$ cat config.mk
export PLATFORM = sky130hd
export DESIGN_NAME = multiword_add_sched
export DESIGN_NICKNAME = d
export VERILOG_FILES = /design/src/rtl/add_sched_pkg.sv /design/src/rtl/multiword_add_sched_rr_arb2.sv /design/src/rtl/multiword_add_sched.sv
export SDC_FILE = /design/constraint.sdc
export NUM_CORES = 1
export LEC_CHECK = 0
export BUFFER_PORTS_ARGS = -buffer_cell sky130_fd_sc_hd__buf_4
export CORE_AREA = 2 2 150 152
export DETAILED_ROUTE_END_ITERATION = 16
export DIE_AREA = 0 0 152 154
export GPL_TIMING_DRIVEN = 0
export PLACE_DENSITY = 0.76
export SLEW_MARGIN = 30
export SYNTH_ARGS = -nofsm -noshare
export SYNTH_HDL_FRONTEND = slang
export SYNTH_SLANG_ARGS = --single-unit
$ cat constraint.sdc
create_clock -name clk -period 2.6 [get_ports clk]
set_input_delay 0 -clock clk [delete_from_list [all_inputs] [get_ports clk]]
set_output_delay 0 -clock clk [all_outputs]
set_load 0.01 [all_outputs]
$ cat src/rtl/add_sched_pkg.sv
`default_nettype none
// ============================================================================
// Module      : add_sched_pkg
// Description : Shared types and constants for the multi-word add scheduler:
//               chunk width, FSM state encoding and the chunk-index width
//               helper.
// Revision    : 1.0 - initial release
// ============================================================================
package add_sched_pkg;

    // Width of one chunk handled by the shared adder per cycle.
    localparam int CHUNK_W = 16;

    typedef enum logic [1:0] {
        IDLE = 2'd0,
        RUN  = 2'd1,
        DONE = 2'd2
    } state_t;

    // Chunk index width; at least one bit so WORDS=1 still has a legal vector.
    function automatic int idx_width(input int words);
        return (words > 1) ? $clog2(words) : 1;
    endfunction

endpackage
`default_nettype wire

$ cat src/rtl/multiword_add_sched_rr_arb2.sv
`default_nettype none
// ============================================================================
// Module      : rr_arb2
// Description : Two-way round-robin grant. The requester named by i_ptr wins
//               when it is valid; otherwise the other valid requester wins.
// Ports       : i_valid [1:0]  request vector
//               i_ptr          index holding priority this round
//               o_grant [1:0]  one-hot grant (zero when nothing is valid)
// Revision    : 1.0 - initial release
// ============================================================================
module rr_arb2 (
    input  logic [1:0] i_valid,
    input  logic       i_ptr,
    output logic [1:0] o_grant
);

    logic w_other;

    assign w_other = ~i_ptr;

    always_comb begin
        o_grant = 2'b00;
        if (i_valid[i_ptr]) begin
            o_grant[i_ptr] = 1'b1;
        end else if (i_valid[w_other]) begin
            o_grant[w_other] = 1'b1;
        end
    end

endmodule
`default_nettype wire

$ cat src/rtl/multiword_add_sched.sv
`default_nettype none
// ============================================================================
// Module      : multiword_add_sched
// Description : Shares one external combinational 16-bit adder between two
//               requesters. Each WORDS*16-bit addition is serialised over the
//               adder one chunk per cycle, LSB chunk first, with the carry
//               registered between chunks.
// Ports       : clk, rst_n              clock, async active-low reset
//               req_valid/ready [1:0]   per-requester handshake (ready one-hot)
//               req_a/req_b [2*W]       operands, requester i at [i*W +: W]
//               req_cin [1:0]           per-requester carry-in
//               rsp_valid/ready         result handshake
//               rsp_id, rsp_sum, rsp_cout  result owner, W-bit sum, carry out
//               add_a/add_b/add_cin     chunk drive to the shared adder
//               add_sum/add_cout        shared adder result
// Revision    : 1.0 - initial release
// ============================================================================
module multiword_add_sched
    import add_sched_pkg::*;
#(
    parameter int WORDS = 4
) (
    input  logic                       clk,
    input  logic                       rst_n,
    input  logic [1:0]                 req_valid,
    output logic [1:0]                 req_ready,
    input  logic [2*CHUNK_W*WORDS-1:0] req_a,
    input  logic [2*CHUNK_W*WORDS-1:0] req_b,
    input  logic [1:0]                 req_cin,
    output logic                       rsp_valid,
    input  logic                       rsp_ready,
    output logic                       rsp_id,
    output logic [CHUNK_W*WORDS-1:0]   rsp_sum,
    output logic                       rsp_cout,
    output logic [CHUNK_W-1:0]         add_a,
    output logic [CHUNK_W-1:0]         add_b,
    output logic                       add_cin,
    input  logic [CHUNK_W-1:0]         add_sum,
    input  logic                       add_cout
);

    localparam int W     = CHUNK_W * WORDS;
    localparam int IDX_W = idx_width(WORDS);

    localparam logic [IDX_W-1:0] c_last_idx = IDX_W'(WORDS - 1);

    state_t             r_state;
    logic               r_rr_ptr;
    logic               r_id;
    logic               r_carry;
    logic               r_rsp_valid;
    logic [IDX_W-1:0]   r_idx;
    logic [W-1:0]       r_op_a;
    logic [W-1:0]       r_op_b;
    logic [CHUNK_W-1:0] r_sum [WORDS];

    logic [1:0]         w_grant;
    logic [W-1:0]       w_sel_a;
    logic [W-1:0]       w_sel_b;
    logic               w_sel_cin;
    logic [CHUNK_W-1:0] w_a_chunk [WORDS];
    logic [CHUNK_W-1:0] w_b_chunk [WORDS];
    logic [W-1:0]       w_sum_packed;

    rr_arb2 u_arb (
        .i_valid (req_valid),
        .i_ptr   (r_rr_ptr),
        .o_grant (w_grant)
    );

    // Operand mux driven by the one-hot grant.
    assign w_sel_a   = w_grant[1] ? req_a[2*W-1:W] : req_a[W-1:0];
    assign w_sel_b   = w_grant[1] ? req_b[2*W-1:W] : req_b[W-1:0];
    assign w_sel_cin = w_grant[1] ? req_cin[1]     : req_cin[0];

    // Chunk views of the latched operands and the packed sum.
    for (genvar k = 0; k < WORDS; k++) begin : g_chunk
        assign w_a_chunk[k] = r_op_a[k*CHUNK_W +: CHUNK_W];
        assign w_b_chunk[k] = r_op_b[k*CHUNK_W +: CHUNK_W];
        assign w_sum_packed[k*CHUNK_W +: CHUNK_W] = r_sum[k];
    end

    // Grant is only offered in IDLE; gated by rst_n so every output reads
    // zero as soon as reset is asserted.
    assign req_ready = (r_state == IDLE && rst_n) ? w_grant : 2'b00;

    assign add_a   = (r_state == RUN) ? w_a_chunk[r_idx] : '0;
    assign add_b   = (r_state == RUN) ? w_b_chunk[r_idx] : '0;
    assign add_cin = (r_state == RUN) ? r_carry : 1'b0;

    // Result fields are qualified by the registered valid so they read zero
    // while no response is being presented.
    assign rsp_valid = r_rsp_valid;
    assign rsp_id    = r_rsp_valid & r_id;
    assign rsp_cout  = r_rsp_valid & r_carry;
    assign rsp_sum   = r_rsp_valid ? w_sum_packed : '0;

    always_ff @(posedge clk or negedge rst_n) begin
        if (!rst_n) begin
            r_state     <= IDLE;
            r_rr_ptr    <= 1'b0;
            r_id        <= 1'b0;
            r_carry     <= 1'b0;
            r_rsp_valid <= 1'b0;
            r_idx       <= '0;
            r_op_a      <= '0;
            r_op_b      <= '0;
            for (int k = 0; k < WORDS; k++) begin
                r_sum[k] <= '0;
            end
        end else begin
            case (r_state)
                IDLE: begin
                    if (|w_grant) begin
                        r_op_a  <= w_sel_a;
                        r_op_b  <= w_sel_b;
                        r_carry <= w_sel_cin;
                        r_id    <= w_grant[1];
                        r_idx   <= '0;
                        r_state <= RUN;
                    end
                end
                RUN: begin
                    r_sum[r_idx] <= add_sum;
                    r_carry      <= add_cout;
                    if (r_idx == c_last_idx) begin
                        r_idx       <= '0;
                        r_rsp_valid <= 1'b1;
                        r_state     <= DONE;
                    end else begin
                        r_idx <= r_idx + 1'b1;
                    end
                end
                DONE: begin
                    if (rsp_ready) begin
                        // Hand priority to the requester that was not served.
                        r_rr_ptr    <= ~r_id;
                        r_rsp_valid <= 1'b0;
                        r_state     <= IDLE;
                    end
                end
                default: begin
                    r_state <= IDLE;
                end
            endcase
        end
    end

endmodule
`default_nettype wire

# After elaboration in Yosys (flattened, before gate mapping)
# Index checks and enable logic that the tools add are counted.
[word_totals] ff_bits=200 output_inout_bits=102 word_cells=82
[op_classes] add_sub_neg=1 n_lt_le_gt_ge=6 n_eq_ne=6 mux=39 bitwise=5 reduce_logical=13
[ops] op="64-bit two-way mux" n=3
[ops] op="16-bit two-way mux" n=7
[ops] op="16-bit binary-select mux with 2-bit select" n=2
[ops] op="64-bit bitwise mux" n=1
[ops] op="16-bit demux with 2-bit select" n=1
[ops] op="2-bit two-way mux" n=8
[ops] op="1-bit two-way mux" n=11
[ops] op="2-bit case mux with 3 select lines" n=1
[ops] op="2-bit AND reduction" n=3
[ops] op="3-bit AND reduction" n=2
[ops] op="2-bit equality test (second input constant)" n=2
[ops] op="1-bit logical AND" n=4
[ops] op="1-bit by 2-bit less-than comparator with 1-bit output (second input constant)" n=2
[ops] op="2-bit by 1-bit inequality test with 1-bit output (second input constant)" n=2
[ops] op="1-bit case mux with 2 select lines" n=2
[ops] op="2-bit case mux with 2 select lines" n=1
[ops] op="2-bit nonzero test" n=2
[ops] op="3-bit >= comparator (second input constant)" n=1
[ops] op="3-bit by 1-bit less-than comparator with 1-bit output (second input constant)" n=1
[ops] op="2-bit NOT with 3-bit output" n=1
[ops] op="2-bit by 1-bit adder with 2-bit output (second input constant)" n=1
[ops] op="1-bit AND" n=2
[ops] op="1-bit demux with 1-bit select" n=2
[ops] op="2-bit by 1-bit equality test with 1-bit output (second input constant)" n=1
[ops] op="other kinds (5)" n=7

# Logic depth before layout (Yosys ltp)
[depth] word_depth=10 depth_mapped=7 mapped_depth_nobuf=4

# Cells and area by module
# Synthesis repeated with hierarchy kept, for this count alone.
[unflattened] cells_unflattened=745 hier_area_um2=10689.0
[modules_own_cells] module="multiword_add_sched" n_inst=1 cells_per_inst=742 area_per_inst_um2=10670.2 seq_area_each_um2=5004.8
[modules_own_cells] module="rr_arb2" n_inst=1 cells_per_inst=3 area_per_inst_um2=18.8 seq_area_each_um2=0.0

# Least setup slack after synthesis
# OpenSTA, ideal clock, no wires.
[synth_timing] path_kind="reg2reg" start="reg r_idx[1]" end="reg r_sum[37] in the netlist's numbering" t_arrival_ns=1.898 required_ns=2.475 setup_slack_ns=0.578 stages_incl_launch_ff=8 n_path_buf=3 period_less_slack_ns=2.022 path_cell_list="dfrtp_1 clkbuf_1 clkbuf_1 inv_1 ha_1 nand2_2 buf_2 mux2_2"
[synth_via] elab_chain_len=6
[synth_lines] item="start, declared" line="multiword_add_sched.sv:52" rtl="logic [IDX_W-1:0] r_idx;"
[synth_lines] item="start signal, assigned" line="multiword_add_sched.sv:131" rtl="r_idx <= r_idx + 1'b1;"
[synth_lines] item="2-bit NOT with 3-bit output (not written as such) (*)" line="multiword_add_sched.sv:124" rtl="r_sum[r_idx] <= add_sum;"
[synth_lines] item="3-bit >= comparator (not written as such) or 3-bit by 1-bit less-than comparator with 1-bit output (tied branches)" line="multiword_add_sched.sv:124"
[synth_lines] item="1-bit logical AND (not written as such)" line="multiword_add_sched.sv:124"
[synth_lines] item="16-bit two-way mux (not written as such)" line="multiword_add_sched.sv:124"
[synth_lines] item="16-bit demux with 2-bit select (*)" line="multiword_add_sched.sv:124"
[synth_lines] item="64-bit bitwise mux (*)" line="multiword_add_sched.sv:124"
[synth_lines] item="end signal, assigned by index" line="multiword_add_sched.sv:124"
[synth_lines] item="end, declared" line="multiword_add_sched.sv:55" rtl="logic [CHUNK_W-1:0] r_sum [WORDS];"
# Mark *: on every way between the ends. The rest lies on a longest branch, timed or not.
# A chain may end at the register's enable or synchronous reset.

# Worst setup path after layout
[layout_timing] start="reg r_rr_ptr" end="reg r_op_b[0]"
[layout_via] elab_chain_len=9
[layout_lines] item="start, declared" line="multiword_add_sched.sv:48" rtl="logic r_rr_ptr;"
[layout_lines] item="start signal, assigned" line="multiword_add_sched.sv:137" rtl="r_rr_ptr <= ~r_id;"
[layout_lines] item="1-bit NOT" line="multiword_add_sched_rr_arb2.sv:19" rtl="assign w_other = ~i_ptr;"
[layout_lines] item="1-bit by 2-bit less-than comparator with 1-bit output (not written as such) or 1-bit >= comparator (tied branches)" line="multiword_add_sched_rr_arb2.sv:26" rtl="o_grant[w_other] = 1'b1;"
[layout_lines] item="1-bit logical AND (not written as such)" line="multiword_add_sched_rr_arb2.sv:26"
[layout_lines] item="1-bit two-way mux (not written as such)" line="multiword_add_sched_rr_arb2.sv:26"
[layout_lines] item="1-bit demux with 1-bit select"
[layout_lines] item="2-bit two-way mux" line="multiword_add_sched_rr_arb2.sv:25" rtl="end else if (i_valid[w_other]) begin"
[layout_lines] item="2-bit two-way mux (*)" line="multiword_add_sched_rr_arb2.sv:23" rtl="if (i_valid[i_ptr]) begin"
[layout_lines] item="2-bit OR reduction" line="multiword_add_sched.sv:114" rtl="if (|w_grant) begin"
[layout_lines] item="2-bit AND reduction (no line)"
[layout_lines] item="end signal, assigned" line="multiword_add_sched.sv:116" rtl="r_op_b <= w_sel_b;"
[layout_lines] item="end, declared" line="multiword_add_sched.sv:54" rtl="logic [W-1:0] r_op_b;"
# Mark *: on every way between the ends. The rest lies on a longest branch, timed or not. The select of a mux whose other input is x is not followed.

==> results.txt <==
----------------------------------------------------
[Clocking]
  Number of H-tree branching levels ... 4
  Clock insertion delay at the later pin of the skew report ... 0.44 ns
  Clock buffer count from CTS ... 17
  Root Buffer Master ... sky130_fd_sc_hd__clkbuf_16
  Clock slew at reported path FFs ... 0.08 ns
  CTS tree ... done
  Maximum clock path buffer count ... 2
  Clock sink count ... 200

[Setup path]
  Worst Path Required ... 2.88 ns
  Critical path startpoint category ... register
  Data arrival, critical path ... 2.82 ns
  CP Max Fanout ... 10
  Largest delay contributor family on the critical path ... buffers and inverters
  Critical Path Sink Type ... register
  Crit Path Class ... register to register
  R2r startpoint ... r_rr_ptr
  Length in cells of the worst reg-to-reg path ... 6
  R2R setup slack ... 0.06 ns
  Worst path buffer plus inverter count ... 3
  Cell with the biggest individual delay on the critical path ... sky130_fd_sc_hd__dlygate4sd3_1
  Delay of the slowest cell on the worst path ... 0.56 ns
  Critical path cell sequence ... o21ai_2 > buf_4 > clkbuf_4 > mux2i_1 > dlygate4sd3_1 > o21ai_0
  Critical register-to-register path endpoint ... r_op_b[0]

[Synthesis]
  Net count after synthesis ... 1,170
  #FFs+latches synth ... 200
  Yosys warns ... 0
  Number of distinct standard cells referenced by the synthesized netlist ... 30
  Sequential cell area fraction in the yosys report ... 49.6%
  Post-synthesis async set-or-reset flop share ... 100%
  Post-synthesis instance total ... 886
  Area of the mapped netlist ... 10,100 sq um
  Post-synth top flop ... sky130_fd_sc_hd__dfrtp_1
  Count of flip-flops with a built-in enable after synthesis ... 0
  Synthesized area per cell ... 11.4 sq um

[Cells and area]
  Final cell count without fillers ... 1,860
  Most common cell after layout, fill and taps aside ... sky130_fd_sc_hd__buf_4
  Utilization after layout ... 77.2%
  Most frequent cells in the layout ... sky130_fd_sc_hd__buf_4 (388), sky130_fd_sc_hd__dlygate4sd3_1 (278), sky130_fd_sc_hd__dfrtp_1 (200)
  Cell area after layout ... 16,700 sq um
  Area growth from synthesis to final layout ... 65.8%
  Fraction of final layout cells with drive strength greater than 1 ... 35.0%
  Final net count ... 1,850

[Die]
  Std-Cell Core Area ... 21,700 sq um
  Die area ... 23,400 sq um
  Effective utilization at floorplan ... 46.6%
  Count of pins on the block boundary ... 382
  Floorplan die height ... 154 um
  # rows ... 54
  Horiz. Die Dim ... 152 um

[Routing]
  Post-DR vias/cell ... 5.63
  Routed via count ... 10.5k
  Final wirelength ... 41.8 mm
  Average routed wire per standard cell ... 22.5 um
  Post-detailed-route count of antenna-violating nets ... 0
  Count of routing violations after the opening detailed-route iteration ... 932
  Number of remaining DRC errors ... 0
  Count of TritonRoute iterations in the first routing pass ... 6

[Timing]
  Worst rel slew slack ... 50.9%
  Count of pins over their slew limit ... 0
  Post-route fraction of the period consumed by the critical path ... 97.7%
  Fin Clk Skew ... 0.0154 ns
  Final hold slack ... 0.0215 ns
  Total of endpoints with negative setup slack in the final report ... 0
  Timing-limited maximum frequency ... 393 MHz
  Worst-Margin Slew ... 0.736 ns
  Final critical delay including setup and external delays ... 2.54 ns
  Unrepaired setup endpoints after global routing ... false
  Total count of hold-check failures in the final report ... 0

[GRT]
  Number of global-route vias before repair ... 11.5k
  Antenna violations before repair ... 1
  Total overflow reported by the global router ... 0
  First-pass GRT wire length ... 63.6 mm
  Overall routing resource usage ... 35.1%
  Largest net degree at the start of global routing ... 88

[Placement]
  Global placer's final weighted congestion ... 0.905
  Cell count after placement ... 1,549
  Hpwl dp ... 25.0 mm
  Buffers on Ports ... 381
  Area post-placement ... 13,400 sq um

[Flow run]
  Count of maximum capacitance violations ... 0

[Run status]
  Result of the run ... finished, final reports clean

[Power and ir drop]
  Leakage ... 8.22 nW
  Areal power density over the cells ... 1060 nW/um^2
  PnR Total Power ... 0.0177 W
  Max VDD drop ... 536 uV

[Worst hold path]
  Min-Delay Path Class ... input pin to async pin

----------------------------------------------------
## synth_stat cells (2+ instances only)
cell type / count / area [sq um]
sky130_fd_sc_hd__clkbuf_4: 3 / 22.5
sky130_fd_sc_hd__buf_4: 8 / 60.1
sky130_fd_sc_hd__dfrtp_1: 200 / 5000
sky130_fd_sc_hd__mux2i_1: 129 / 1290
sky130_fd_sc_hd__mux2_4: 10 / 150
sky130_fd_sc_hd__ha_1: 4 / 50.1
sky130_fd_sc_hd__mux4_2: 32 / 721
sky130_fd_sc_hd__nand2_2: 3 / 18.8
sky130_fd_sc_hd__o21ai_1: 17 / 85.1
sky130_fd_sc_hd__and2_1: 99 / 619
sky130_fd_sc_hd__o31ai_1: 3 / 22.5
sky130_fd_sc_hd__mux2_2: 54 / 608
sky130_fd_sc_hd__buf_6: 2 / 22.5
sky130_fd_sc_hd__o21ai_0: 115 / 576
sky130_fd_sc_hd__nand3_1: 2 / 10.0
sky130_fd_sc_hd__buf_2: 22 / 110
sky130_fd_sc_hd__nor2_1: 3 / 11.3
sky130_fd_sc_hd__o21ai_2: 2 / 17.5
sky130_fd_sc_hd__nand2_1: 135 / 507
sky130_fd_sc_hd__inv_1: 4 / 15.0
sky130_fd_sc_hd__clkbuf_1: 30 / 113
## timing repair
item	CTS	global route
endpoints found under the hold margin	396	1
setup buffers	0	0
gates resized for setup	1	0
hold buffers	276	2
setup endpoints to repair	10	0
## flip-flops by register name (all words and copies together) (netlist names)
register	cells
r_op_b	64
r_state	2
r_op_a	64
r_id	1
r_sum	64
rsp_valid	1
r_idx	2
r_carry	1
r_rr_ptr	1
## logic make-up (layout without fill, tap and decap cells)
| logic type | Yosys count | count (layout) | share of synthesized area [%] |
|---|---|---|---|
| other | 0 | 1 | 0 |
| AND/OR/NAND/NOR | 246 | 246 | 11.9 |
| multiplexers | 225 | 225 | 27.4 |
| buffers and inverters | 70 | 763 | 3.43 |
| flip-flops | 200 | 200 | 49.6 |
| AO/OA/AOI/OAI | 141 | 141 | 7.21 |
| adder cells (fa/ha/maj) | 4 | 4 | 0.496 |
## power by group
group / switching, W / internal, W / leakage [nW]
Sequential: 0.000959 / 0.00467 / 2.42
Clock: 0.00130 / 0.00138 / 0.280
Combinational: 0.00466 / 0.00477 / 5.52
Total: 0.00692 / 0.0108 / 8.22
## per-stage QoR
stage | TNS [ns] | worst slack, ns
after global routing | 0 | 0.0131
after CTS | 0 | 0.145
after global placement | -1.23 | -0.121
after floorplan | 0 | 0.578
after detailed placement | -0.963 | -0.105
final | 0 | 0.0586
## worst max-delay path by stage
stage | startpoint | slack, ns | end | cells past startpoint
after CTS | r_idx[0] | 0.15 | add_a[12] | 5
after global routing | r_idx[1] | 0.01 | add_a[9] | 5
after floorplan | r_idx[1] | 0.58 | r_sum[37] | 7
after global placement | r_idx[1] | -0.12 | r_sum[41] | 7
final | r_rr_ptr | 0.06 | r_op_b[0] | 6
after detailed placement | r_idx[1] | -0.10 | r_sum[42] | 7
## layer usage
metal	GRT usage (%)	up-vias	wire length, um
li1	-	4443	-
met1	38.6	5050	14100
met2	61.0	751	21200
met3	9.36	232	3750
met4	21.6	0	2740
met5	0	-	0
## cell type report
type | count | area (sq um)
timing repair buffer | 661 | 5710
sequential | 200 | 5000
fill | 1217 | 4950
multi-input combinational | 616 | 4750
clock buffer | 19 | 443
tap | 280 | 350
buffer | 66 | 333
clock inverter | 13 | 136
inverter | 4 | 15.0
antenna | 1 | 2.50
(Power assumes the default switching activity.)
